File: src/rtl/aes_full_pkg.sv
`default_nettype none
// ============================================================================
// Module   : aes_full_pkg
// Purpose  : Shared types, constants and AES-128 arithmetic helpers for the
//            board self-test wrapper and its cipher cores.
// Revision : 1.0
// ============================================================================
package aes_full_pkg;

    typedef enum logic [1:0] {
        LOAD = 2'd0,
        ENC  = 2'd1,
        DEC  = 2'd2,
        DONE = 2'd3
    } state_t;

    localparam int BYTES_PER_BLOCK = 16;

    typedef logic [127:0]       block_t;
    typedef logic [10:0][127:0] round_keys_t;

    function automatic logic [7:0] xtime(input logic [7:0] a);
        return {a[6:0], 1'b0} ^ (a[7] ? 8'h1b : 8'h00);
    endfunction

    function automatic logic [7:0] gmul(input logic [7:0] a, input logic [7:0] b);
        logic [7:0] p;
        logic [7:0] x;
        p = '0;
        x = a;
        for (int i = 0; i < 8; i++) begin
            if (b[i]) p = p ^ x;
            x = xtime(x);
        end
        return p;
    endfunction

    // Multiplicative inverse as a^254; maps 0 to 0 as the S-box requires.
    function automatic logic [7:0] gf_inv(input logic [7:0] a);
        logic [7:0] s;
        logic [7:0] y;
        s = a;
        y = 8'h01;
        for (int k = 1; k < 8; k++) begin
            s = gmul(s, s);
            y = gmul(y, s);
        end
        return y;
    endfunction

    function automatic logic [7:0] rotl8(input logic [7:0] a, input int n);
        return (a << n) | (a >> (8 - n));
    endfunction

    function automatic logic [7:0] sbox(input logic [7:0] a);
        logic [7:0] v;
        v = gf_inv(a);
        return v ^ rotl8(v, 1) ^ rotl8(v, 2) ^ rotl8(v, 3) ^ rotl8(v, 4) ^ 8'h63;
    endfunction

    function automatic logic [7:0] inv_sbox(input logic [7:0] a);
        return gf_inv(rotl8(a, 1) ^ rotl8(a, 3) ^ rotl8(a, 6) ^ 8'h05);
    endfunction

    function automatic block_t sub_bytes(input block_t b, input logic inv);
        block_t o;
        for (int k = 0; k < 16; k++) begin
            o[8*k +: 8] = inv ? inv_sbox(b[8*k +: 8]) : sbox(b[8*k +: 8]);
        end
        return o;
    endfunction

    // Byte k of a block sits at [127-8k -: 8]; column c holds bytes 4c..4c+3.
    function automatic block_t shift_rows(input block_t b, input logic inv);
        block_t o;
        int     src;
        for (int c = 0; c < 4; c++) begin
            for (int r = 0; r < 4; r++) begin
                src = inv ? 4 * ((c - r + 4) % 4) + r : 4 * ((c + r) % 4) + r;
                o[127 - 8*(4*c + r) -: 8] = b[127 - 8*src -: 8];
            end
        end
        return o;
    endfunction

    function automatic logic [7:0] mix_coef(input int idx, input logic inv);
        logic [7:0] c;
        case (idx)
            0:       c = inv ? 8'h0e : 8'h02;
            1:       c = inv ? 8'h0b : 8'h03;
            2:       c = inv ? 8'h0d : 8'h01;
            default: c = inv ? 8'h09 : 8'h01;
        endcase
        return c;
    endfunction

    function automatic block_t mix_columns(input block_t b, input logic inv);
        block_t     o;
        logic [7:0] acc;
        for (int c = 0; c < 4; c++) begin
            for (int i = 0; i < 4; i++) begin
                acc = '0;
                for (int j = 0; j < 4; j++) begin
                    acc = acc ^ gmul(mix_coef((j - i + 4) % 4, inv), b[127 - 8*(4*c + j) -: 8]);
                end
                o[127 - 8*(4*c + i) -: 8] = acc;
            end
        end
        return o;
    endfunction

    function automatic round_keys_t key_expand(input block_t key);
        logic [43:0][31:0] w;
        logic [31:0]       t;
        logic [7:0]        rcon;
        round_keys_t       rk;
        rcon = 8'h01;
        for (int i = 0; i < 4; i++) w[i] = key[127 - 32*i -: 32];
        for (int i = 4; i < 44; i++) begin
            t = w[i-1];
            if (i % 4 == 0) begin
                t = {sbox(t[23:16]), sbox(t[15:8]), sbox(t[7:0]), sbox(t[31:24])} ^ {rcon, 24'h0};
                rcon = xtime(rcon);
            end
            w[i] = w[i-4] ^ t;
        end
        for (int r = 0; r < 11; r++) rk[r] = {w[4*r], w[4*r+1], w[4*r+2], w[4*r+3]};
        return rk;
    endfunction

endpackage
`default_nettype wire

File: src/rtl/aes128_decrypt_core.sv
`default_nettype none
// ============================================================================
// Module   : aes128_decrypt_core
// Purpose  : Iterative AES-128 inverse cipher, one round per cycle; done
//            pulses 10 cycles after start with the plaintext on dout.
// Revision : 1.0
// ============================================================================
module aes128_decrypt_core
    import aes_full_pkg::*;
(
    input  logic         clk,
    input  logic         rst,
    input  logic         start,
    input  logic [127:0] key,
    input  logic [127:0] din,
    output logic [127:0] dout,
    output logic         done
);

    round_keys_t w_rk;
    block_t      w_isr;
    block_t      r_state;
    logic [3:0]  r_round;
    logic        r_busy;
    logic        r_done;

    assign w_rk  = key_expand(key);
    assign w_isr = sub_bytes(shift_rows(r_state, 1'b1), 1'b1);

    // Round keys are consumed in reverse: rk10 whitening, rk9..rk1, then rk0.
    always_ff @(posedge clk) begin
        if (rst) begin
            r_state <= '0;
            r_round <= 4'd0;
            r_busy  <= 1'b0;
            r_done  <= 1'b0;
        end else begin
            r_done <= 1'b0;
            if (start) begin
                r_state <= din ^ w_rk[10];
                r_round <= 4'd9;
                r_busy  <= 1'b1;
            end else if (r_busy) begin
                if (r_round == 4'd0) begin
                    r_state <= w_isr ^ w_rk[0];
                    r_busy  <= 1'b0;
                    r_done  <= 1'b1;
                end else begin
                    r_state <= mix_columns(w_isr ^ w_rk[r_round], 1'b1);
                    r_round <= r_round - 4'd1;
                end
            end
        end
    end

    assign dout = r_state;
    assign done = r_done;

endmodule
`default_nettype wire

File: src/rtl/aes128_encrypt_core.sv
`default_nettype none
// ============================================================================
// Module   : aes128_encrypt_core
// Purpose  : Iterative AES-128 cipher, one round per cycle; done pulses
//            10 cycles after start with the ciphertext on dout.
// Revision : 1.0
// ============================================================================
module aes128_encrypt_core
    import aes_full_pkg::*;
(
    input  logic         clk,
    input  logic         rst,
    input  logic         start,
    input  logic [127:0] key,
    input  logic [127:0] din,
    output logic [127:0] dout,
    output logic         done
);

    round_keys_t w_rk;
    block_t      w_sr;
    block_t      r_state;
    logic [3:0]  r_round;
    logic        r_busy;
    logic        r_done;

    assign w_rk = key_expand(key);
    assign w_sr = shift_rows(sub_bytes(r_state, 1'b0), 1'b0);

    always_ff @(posedge clk) begin
        if (rst) begin
            r_state <= '0;
            r_round <= 4'd0;
            r_busy  <= 1'b0;
            r_done  <= 1'b0;
        end else begin
            r_done <= 1'b0;
            if (start) begin
                r_state <= din ^ w_rk[0];
                r_round <= 4'd1;
                r_busy  <= 1'b1;
            end else if (r_busy) begin
                if (r_round == 4'd10) begin
                    r_state <= w_sr ^ w_rk[10];
                    r_busy  <= 1'b0;
                    r_done  <= 1'b1;
                end else begin
                    r_state <= mix_columns(w_sr, 1'b0) ^ w_rk[r_round];
                    r_round <= r_round + 4'd1;
                end
            end
        end
    end

    assign dout = r_state;
    assign done = r_done;

endmodule
`default_nettype wire

File: src/rtl/aes_btn_sync.sv
`default_nettype none
// ============================================================================
// Module   : aes_btn_sync
// Purpose  : Push-button synchronizer with rising-edge detector; emits a
//            one-cycle pulse per 0->1 transition of the synchronized input.
// Revision : 1.0
// ============================================================================
module aes_btn_sync #(
    parameter int STAGES = 2
) (
    input  logic clk,
    input  logic rst,
    input  logic i_btn,
    output logic o_pulse
);

    logic [STAGES-1:0] r_sync;
    logic              r_prev;

    always_ff @(posedge clk) begin
        if (rst) begin
            r_sync <= '0;
            r_prev <= 1'b0;
        end else begin
            r_sync <= {r_sync[STAGES-2:0], i_btn};
            r_prev <= r_sync[STAGES-1];
        end
    end

    // Combinational so the consumer samples the switches in the detect cycle.
    assign o_pulse = r_sync[STAGES-1] & ~r_prev;

endmodule
`default_nettype wire

File: src/rtl/aes_full_selftest.sv
`default_nettype none
// ============================================================================
// Module   : aes_full_selftest
// Purpose  : Board AES-128 self-test: loads 16 switch bytes, encrypts with a
//            fixed key and (with AES_DECRYPT_CHECK_EN) checks the round trip.
// Revision : 1.0
// ============================================================================
module aes_full_selftest
    import aes_full_pkg::*;
#(
    parameter logic [127:0] KEY             = 128'h0,
    parameter int           BTN_SYNC_STAGES = 2
) (
    input  logic clk,
    input  logic rst,
    input  logic sw0,
    input  logic sw1,
    input  logic sw2,
    input  logic sw3,
    input  logic sw4,
    input  logic sw5,
    input  logic sw6,
    input  logic sw7,
    input  logic pushBtn,
    output logic ledOut
);

    block_t     r_data_in;
    block_t     r_data_enc;
    block_t     r_data_dec;
    logic [4:0] r_out_counter;
    state_t     r_state;
    logic       r_enc_start;
    logic       w_press;
    logic [7:0] w_sw;
    block_t     w_enc_dout;
    logic       w_enc_done;

    assign w_sw = {sw0, sw1, sw2, sw3, sw4, sw5, sw6, sw7};

    aes_btn_sync #(
        .STAGES (BTN_SYNC_STAGES)
    ) u_btn (
        .clk     (clk),
        .rst     (rst),
        .i_btn   (pushBtn),
        .o_pulse (w_press)
    );

    aes128_encrypt_core u_enc (
        .clk   (clk),
        .rst   (rst),
        .start (r_enc_start),
        .key   (KEY),
        .din   (r_data_in),
        .dout  (w_enc_dout),
        .done  (w_enc_done)
    );

`ifdef AES_DECRYPT_CHECK_EN
    logic   r_dec_start;
    block_t w_dec_dout;
    logic   w_dec_done;

    aes128_decrypt_core u_dec (
        .clk   (clk),
        .rst   (rst),
        .start (r_dec_start),
        .key   (KEY),
        .din   (r_data_enc),
        .dout  (w_dec_dout),
        .done  (w_dec_done)
    );
`endif

    always_ff @(posedge clk) begin
        if (rst) begin
            r_data_in     <= '0;
            r_data_enc    <= '0;
            r_data_dec    <= '0;
            r_out_counter <= 5'd0;
            r_state       <= LOAD;
            r_enc_start   <= 1'b0;
            ledOut        <= 1'b0;
`ifdef AES_DECRYPT_CHECK_EN
            r_dec_start   <= 1'b0;
`endif
        end else begin
            r_enc_start <= 1'b0;
            ledOut      <= 1'b0;
`ifdef AES_DECRYPT_CHECK_EN
            r_dec_start <= 1'b0;
`endif
            case (r_state)
                LOAD: begin
                    if (w_press) begin
                        r_data_in     <= {r_data_in[119:0], w_sw};
                        r_out_counter <= r_out_counter + 5'd1;
                        if (r_out_counter == 5'(BYTES_PER_BLOCK - 1)) begin
                            r_state     <= ENC;
                            r_enc_start <= 1'b1;
                        end
                    end
                end
                ENC: begin
                    if (w_enc_done) begin
                        r_data_enc <= w_enc_dout;
`ifdef AES_DECRYPT_CHECK_EN
                        r_dec_start <= 1'b1;
                        r_state     <= DEC;
`else
                        r_state     <= DONE;
`endif
                    end
                end
`ifdef AES_DECRYPT_CHECK_EN
                DEC: begin
                    if (w_dec_done) begin
                        r_data_dec <= w_dec_dout;
                        r_state    <= DONE;
                    end
                end
                DONE: ledOut <= (r_data_dec == r_data_in);
`else
                // Without the inverse core the decrypted block stays zero, so
                // this lights the LED as a plain "encryption complete" flag.
                DONE: ledOut <= ~|r_data_dec;
`endif
                default: r_state <= LOAD;
            endcase
        end
    end

endmodule
`default_nettype wire

File: config.mk
export PLATFORM = sky130hd
export DESIGN_NAME = aes_full_selftest
export DESIGN_NICKNAME = d
export VERILOG_FILES = /design/src/rtl/aes_full_pkg.sv /design/src/rtl/aes128_decrypt_core.sv /design/src/rtl/aes128_encrypt_core.sv /design/src/rtl/aes_btn_sync.sv /design/src/rtl/aes_full_selftest.sv
export SDC_FILE = /design/constraint.sdc
export NUM_CORES = 1
export LEC_CHECK = 0
export CAP_MARGIN = 20
export CORE_UTILIZATION = 52
export DETAILED_ROUTE_END_ITERATION = 12
export GPL_ROUTABILITY_DRIVEN = 0
export HOLD_SLACK_MARGIN = 0.02
export PLACE_DENSITY_LB_ADDON = 0.1
export SETUP_SLACK_MARGIN = 0.05
export SLEW_MARGIN = 20
export SYNTH_ARGS = -nofsm -noshare
export SYNTH_HDL_FRONTEND = slang
export SYNTH_SLANG_ARGS = --single-unit --ignore-timing --ignore-initial --compat-mode --unroll-limit 50000
File: constraint.sdc
create_clock -name clk -period 2.9 [get_ports clk]
set_input_delay 0.435 -clock clk [delete_from_list [all_inputs] [get_ports clk]]
set_output_delay 0.435 -clock clk [all_outputs]
set_load 0.03 [all_outputs]
==> results_dict.tcl, run 1 <==
set metrics [dict create \
    total_area_of_multi_input_combinational_cells_um2 335 \
    hold_slack_ns 0.463 \
    ios 12 \
    critical_r2r_capture "r_out_counter[3]" \
    path_cells "clkdlybuf4s50_1" \
    dieArea_um2 1530 \
    postCtsResizedCells 0 \
    worst-r2r-cell-count 3 \
    status "completed" \
    mostFrequentLayoutCells "18 x sky130_fd_sc_hd__dfxtp_1, 8 x sky130_fd_sc_hd__nor2_1, 5 x sky130_fd_sc_hd__nor3_1" \
    final_cell_area_um2 792 \
    detailedRoute.firstIterationViolations 10 \
    number_of_antenna_violations_at_the_first_check_in_global_routing 0 \
    holdCritPathClass "flop to flop" \
    total_gr_overflow 0 \
    cts_post_setup_buffers_inserted 0 \
    synthesis.yosys.warnings 0 \
    worstPathArrival_ns 1.26 \
    cp_num_cells 1 \
    synthDistinctLibCells 27 \
    cap_viol_max_count 0 \
    grt_start_max_net_pins 21 \
    hold_viol_final 0 \
    finalSetupTns_ns 0 \
    setup_viol 0 \
    place_hpwl_um 697 \
    finalWorstPathRequiredPeriod_ns 1.69 \
    max_slew_vio_count 0 \
    final_standard_cell_count_with_taps_included_and_fillers_excluded 91 \
    hold_path_depth 1 \
    vias_in_the_first_global_route 365 \
    critPathMaxStageDelay_ns 0.65 \
    vdd_drop_max_mv 0.379 \
    total_leakage_power_uw 0.000299 \
    dp_cells 87 \
    critical_path.n_buffers_inverters 1 \
    drt_pre_antenna_iters 4 \
    port-buffer-count 3 \
    clkTransAtPathRegs_ns 0.10 \
    cts_num_sinks 18 \
    reg2reg_from "r_state[0]" \
    grt.total_usage_pct 16.8 \
    hp-start "u_btn.r_sync[0]" \
    rsz_0062_raised_after_global_routing "no" \
    die_x_um 39.2 \
    timing.critical_path.from_type "flop" \
    fraction_of_layout_cells_with_a_size_suffix_above_1_pct 7.89 \
    cts_made_buffers 3 \
    syn_area_um2 718 \
    later_pin_clock_latency_in_the_skew_report_ns 0.29 \
    placement.cell_area_um2 756 \
    timing.critical_path.to_type "output port" \
    drt.antenna.violating_nets 0 \
    crit_type "flop to output port" \
    floorplan.initialDensity_pct 55.9 \
    drc 0 \
    required_ns 2.47 \
    ff2ff_setup_slack_ns 1.45 \
    maxSlewHeadroom_pct 55.3 \
    route.detailed.wl_per_inst_um 11.9 \
    hold_end "u_btn.r_sync[1]" \
    crit_slowest_cell "sky130_fd_sc_hd__clkdlybuf4s50_1" \
    flow.area_growth_from_synthesis_pct 10.3 \
    register_area_um2 360 \
    clk_root_buffer_cell "sky130_fd_sc_hd__clkbuf_4" \
    postSynthRegisterBits 18 \
    detail_route.vias_per_cell 5.52 \
    layout.cells.most_common "sky130_fd_sc_hd__dfxtp_1" \
    fp.dieH_um 39.2 \
    final.period_utilization_pct 58.4 \
    diode_count 0 \
    finClkSkew_ns 0.00193 \
    wl_mm 1.08 \
    synth_fp_nets 87 \
    post_synth.cell_area_avg_um2 9.97 \
    maxClockFrequency_mhz 591 \
    clockBufferDepth 2 \
    slew_at_the_pin_closest_to_its_max_slew_limit_ns 0.668 \
    critical_path_fanout_max 1 \
    row_count 13 \
    design.core.area_um2 1280 \
    critical_path.top_delay_family "buffers and inverters" \
    wire_length_of_the_first_global_routing_pass_mm 1.59 \
    layout.nets 92 \
    syn_inst 72 \
    tritoncts "done" \
    cts.hold.buffers_added 0 \
    nFillCells 117 \
    vias 502 \
    yosysSeqAreaShare_pct 50.2 \
    cts-htree-levels 1 \
    p_per_area_nw_per_um2 531 \
]
==> synth_stat cells <==
cell | count | share of area [%]
sky130_fd_sc_hd__nor4_1 | 2 | 1.7
sky130_fd_sc_hd__dfxtp_1 | 18 | 50
sky130_fd_sc_hd__xnor2_1 | 1 | 1.2
sky130_fd_sc_hd__buf_1 | 2 | 1.0
sky130_fd_sc_hd__nand4_1 | 2 | 1.7
sky130_fd_sc_hd__mux2_1 | 1 | 1.6
sky130_fd_sc_hd__nor4b_1 | 1 | 1.2
sky130_fd_sc_hd__clkbuf_1 | 1 | 0.52
sky130_fd_sc_hd__nand3_1 | 1 | 0.70
sky130_fd_sc_hd__nor2_1 | 8 | 4.2
sky130_fd_sc_hd__and4b_1 | 1 | 1.4
sky130_fd_sc_hd__a31o_2 | 1 | 1.2
sky130_fd_sc_hd__nor4b_4 | 1 | 3.3
sky130_fd_sc_hd__a211oi_1 | 2 | 2.1
sky130_fd_sc_hd__nor2b_1 | 4 | 3.5
sky130_fd_sc_hd__a211o_1 | 1 | 1.2
sky130_fd_sc_hd__xor2_1 | 1 | 1.2
sky130_fd_sc_hd__nor3_1 | 5 | 3.5
sky130_fd_sc_hd__nand2_1 | 2 | 1.0
sky130_fd_sc_hd__ha_1 | 4 | 7.0
sky130_fd_sc_hd__nor3b_1 | 1 | 1.0
sky130_fd_sc_hd__nand2b_1 | 1 | 0.87
sky130_fd_sc_hd__a21oi_1 | 4 | 2.8
sky130_fd_sc_hd__inv_1 | 3 | 1.6
sky130_fd_sc_hd__and3_1 | 2 | 1.7
sky130_fd_sc_hd__mux2i_1 | 1 | 1.4
sky130_fd_sc_hd__nand3b_1 | 1 | 1.0
==> area by class of cell <==
cell class,count,area share (%)
Clock buffer,4,4.58
Sequential cell,18,45.5
Tap cell,15,2.37
Multi-Input combinational cell,48,42.3
Timing Repair Buffer,3,3.79
Inverter,3,1.42
==> logic make-up (layout without fill, tap and decap cells) <==
family                     count (synthesis)  count (layout)  synth area share, %
and+or+nand+nor                           32              32                 27.0
DFF                                       18              18                 50.2
AOI/OAI and AO/OA                          8               8                 7.32
buffers and inverters                      6              10                 3.14
adders and majority gates                  4               4                 6.97
xor gates and xnor gates                   2               2                 2.44
muxes                                      2               2                 2.96
==> per-stage QoR <==
stage               util, %  setup WS, ns  total power [uW]
floorplan                 -          1.58               269
global placement       58.8          1.01               273
detailed placement     58.8         0.991               274
CTS                    61.6          1.19               429
global route           61.6          1.15               438
finish                 61.6          1.21               420
==> routing by layer <==
metal	global-route usage, %	up-vias	share of wire [%]
li1	-	262	-
met1	22.1	230	52
met4	12.9	0	1.2
met5	0	-	0
met2	19.6	8	42
met3	8.67	2	3.9
==> power breakdown <==
group | total (uW) | internal [uW] | switching [uW]
logic | 15.2 | 7.35 | 7.86
clock network | 152 | 76.5 | 75.9
registers | 253 | 251 | 2.26
total | 420 | 334 | 86.1
==> registers in the layout, indices dropped and copies added (netlist names) <==
signal and cells:
r_enc_start 1, u_enc.r_round 4, u_btn.r_sync 2, ledOut 1
u_enc.done 1, u_enc.r_busy 1, r_out_counter 5, u_btn.r_prev 1
r_state 2
==> worst max path at each step <==
stage                                  end  slack, ns       start
after detailed placement  r_out_counter[2]       0.99         rst
after global placement    r_out_counter[2]       1.01         rst
after global routing                ledOut       1.15      ledOut
final                               ledOut       1.21      ledOut
after CTS                           ledOut       1.19      ledOut
after floorplan           r_out_counter[3]       1.58  r_state[0]
Power figures use the tool's default switching activity.
==> inputs of run 2 (changes only) <==
Settings changed: CORE_UTILIZATION 52 to 44.
Clock period 2.9 ns to 1.5 ns, I/O delays scaled along.
==> run 2 against run 1 <==
  * Core utilization decreased by 7.6 points
  * Combinational power grew 120%
  * Critical endpoint is now u_enc.r_round[0]
  * Clock skew increased by 0.0014 ns
  * Critical path type is now flop to flop
==> results_dict.tcl, run 2 (synthesis gave the netlist of run 1 again) <==
set metrics [dict create \
    fp.dieH_um 42.4 \
    drt.antenna.violating_nets 0 \
    place_hpwl_um 723 \
    cap_viol_max_count 0 \
    worstPathArrival_ns 1.51 \
    layout.nets 96 \
    setup_viol 0 \
    drt_met1_wl_um 521 \
    die_x_um 42.4 \
    dr_wl_met3_um 48 \
    hold_viol_final 0 \
    flow.area_growth_from_synthesis_pct 14.6 \
    port-buffer-count 3 \
    cts_made_buffers 3 \
    clk_root_buffer_cell "sky130_fd_sc_hd__clkbuf_4" \
    critical_path_fanout_max 6 \
    row_count 14 \
    fraction_of_layout_cells_with_a_size_suffix_above_1_pct 13.8 \
    timing.critical_path.from_type "flop" \
    later_pin_clock_latency_in_the_skew_report_ns 0.29 \
    ff2ff_setup_slack_ns 0.19 \
    cts_num_sinks 18 \
    vias_in_the_first_global_route 438 \
    cts-htree-levels 1 \
    preCtsSetupSlack_ns 0.110 \
    clockBufferDepth 2 \
    grt.total_usage_pct 14.3 \
    diode_count 0 \
    number_of_antenna_violations_at_the_first_check_in_global_routing 0 \
    design.core.area_um2 1520 \
    drt_pre_antenna_iters 4 \
    smallest_setup_slack_after_layout_ns 0.188 \
    dieArea_um2 1800 \
    timing.critical_path.to_type "flop" \
    grt_start_max_net_pins 11 \
    detail_route.vias_per_cell 5.13 \
    holdCritPathClass "flop to flop" \
    vias 492 \
    max_slew_vio_count 0 \
    finClkSkew_ns 0.00335 \
    tritoncts "done" \
    wire_length_of_the_first_global_routing_pass_mm 1.84 \
    rsz_0062_raised_after_global_routing "no" \
    maxClockFrequency_mhz 762 \
    final.period_utilization_pct 87.5 \
    finalWorstPathRequiredPeriod_ns 1.31 \
    hold_slack_ns 0.452 \
    floorplan.initialDensity_pct 47.1 \
    finalSetupTns_ns 0 \
    wl_mm 1.04 \
    clkTransAtPathRegs_ns 0.10 \
    drc 0 \
    required_ns 1.70 \
    total_leakage_power_uw 0.000323 \
    cts.hold.buffers_added 0 \
    mostFrequentLayoutCells "17 x sky130_fd_sc_hd__dfxtp_1, 8 x sky130_fd_sc_hd__nor2_1, 5 x sky130_fd_sc_hd__nor3_1" \
    max_layer_used "met4" \
    p_per_area_nw_per_um2 984 \
    maxSlewHeadroom_pct 79.7 \
    layout.cells.most_common "sky130_fd_sc_hd__dfxtp_1" \
    largest_registers "r_out_counter (5), u_enc.r_round (4)" \
    regMostFlops "r_out_counter" \
    largest_register_ff_count 5 \
    detailedRoute.firstIterationViolations 10 \
    route.detailed.wl_per_inst_um 10.8 \
    routed-wl-met2_um 447 \
    vdd_drop_max_mv 0.623 \
    crit_type "flop to flop" \
    total_gr_overflow 0 \
    slew_at_the_pin_closest_to_its_max_slew_limit_ns 0.304 \
    ios 12 \
    status "completed" \
]
==> run 2: layout make-up <==
cell class	count	area, um2
Clock buffer	4	36.3
Inverter	3	11.3
Tap cell	16	20.0
Fill cell	149	701
Timing Repair Buffer	7	58.8
Multi-Input combinational cell	48	335
Sequential cell	18	362
==> run 2: worst max-delay path, stage by stage (launching register included) <==
cell	delay [ns]
sky130_fd_sc_hd__dfxtp_2	0.36
sky130_fd_sc_hd__inv_1	0.06
sky130_fd_sc_hd__ha_1	0.16
sky130_fd_sc_hd__nand3b_1	0.17
sky130_fd_sc_hd__and4b_1	0.22
sky130_fd_sc_hd__nor4_1	0.25
==> run 2: routing by layer <==
metal | vias up | GRT usage [%]
met3 | 4 | 6.47
met1 | 210 | 17.9
met2 | 8 | 19.4
met4 | 0 | 9.38
li1 | 270 | -
met5 | - | 0
==> run 2: repair_timing <==
item / CTS / global route
buffers inserted: 0 / 1
endpoints found under the setup margin: 1 / 2
pin swaps: 0 / 0
resized for setup: 1 / 1
==> run 2: path summary, 6_finish.rpt <==
| kind | from | end | depth (start not counted) |
|---|---|---|---|
| max reg2reg | u_enc.r_round[0] | u_enc.r_round[0] | 5 |
| min | u_btn.r_sync[0] | u_btn.r_sync[1] | 1 |
| min reg2reg | u_btn.r_sync[0] | u_btn.r_sync[1] | 1 |
| max | u_enc.r_round[0] | u_enc.r_round[0] | 5 |
==> run 2: metrics by stage <==
step / power [uW] / util, % / instance area (um2) / instances
after floorplan: 520 / - / 718 / 72
after global placement: 533 / 51.1 / 779 / 91
after detailed placement: 534 / 51.1 / 779 / 91
after CTS: 828 / 53.4 / 815 / 95
after global routing: 852 / 54.0 / 823 / 96
final: 810 / 54.0 / 823 / 96
==> run 2: where the power goes <==
group	internal, uW	leakage (uW)	switching (uW)
combinational	18.5	0.000156	15.5
clock	148	0.0000210	140
sequential	484	0.000146	4.05
total	651	0.000323	160
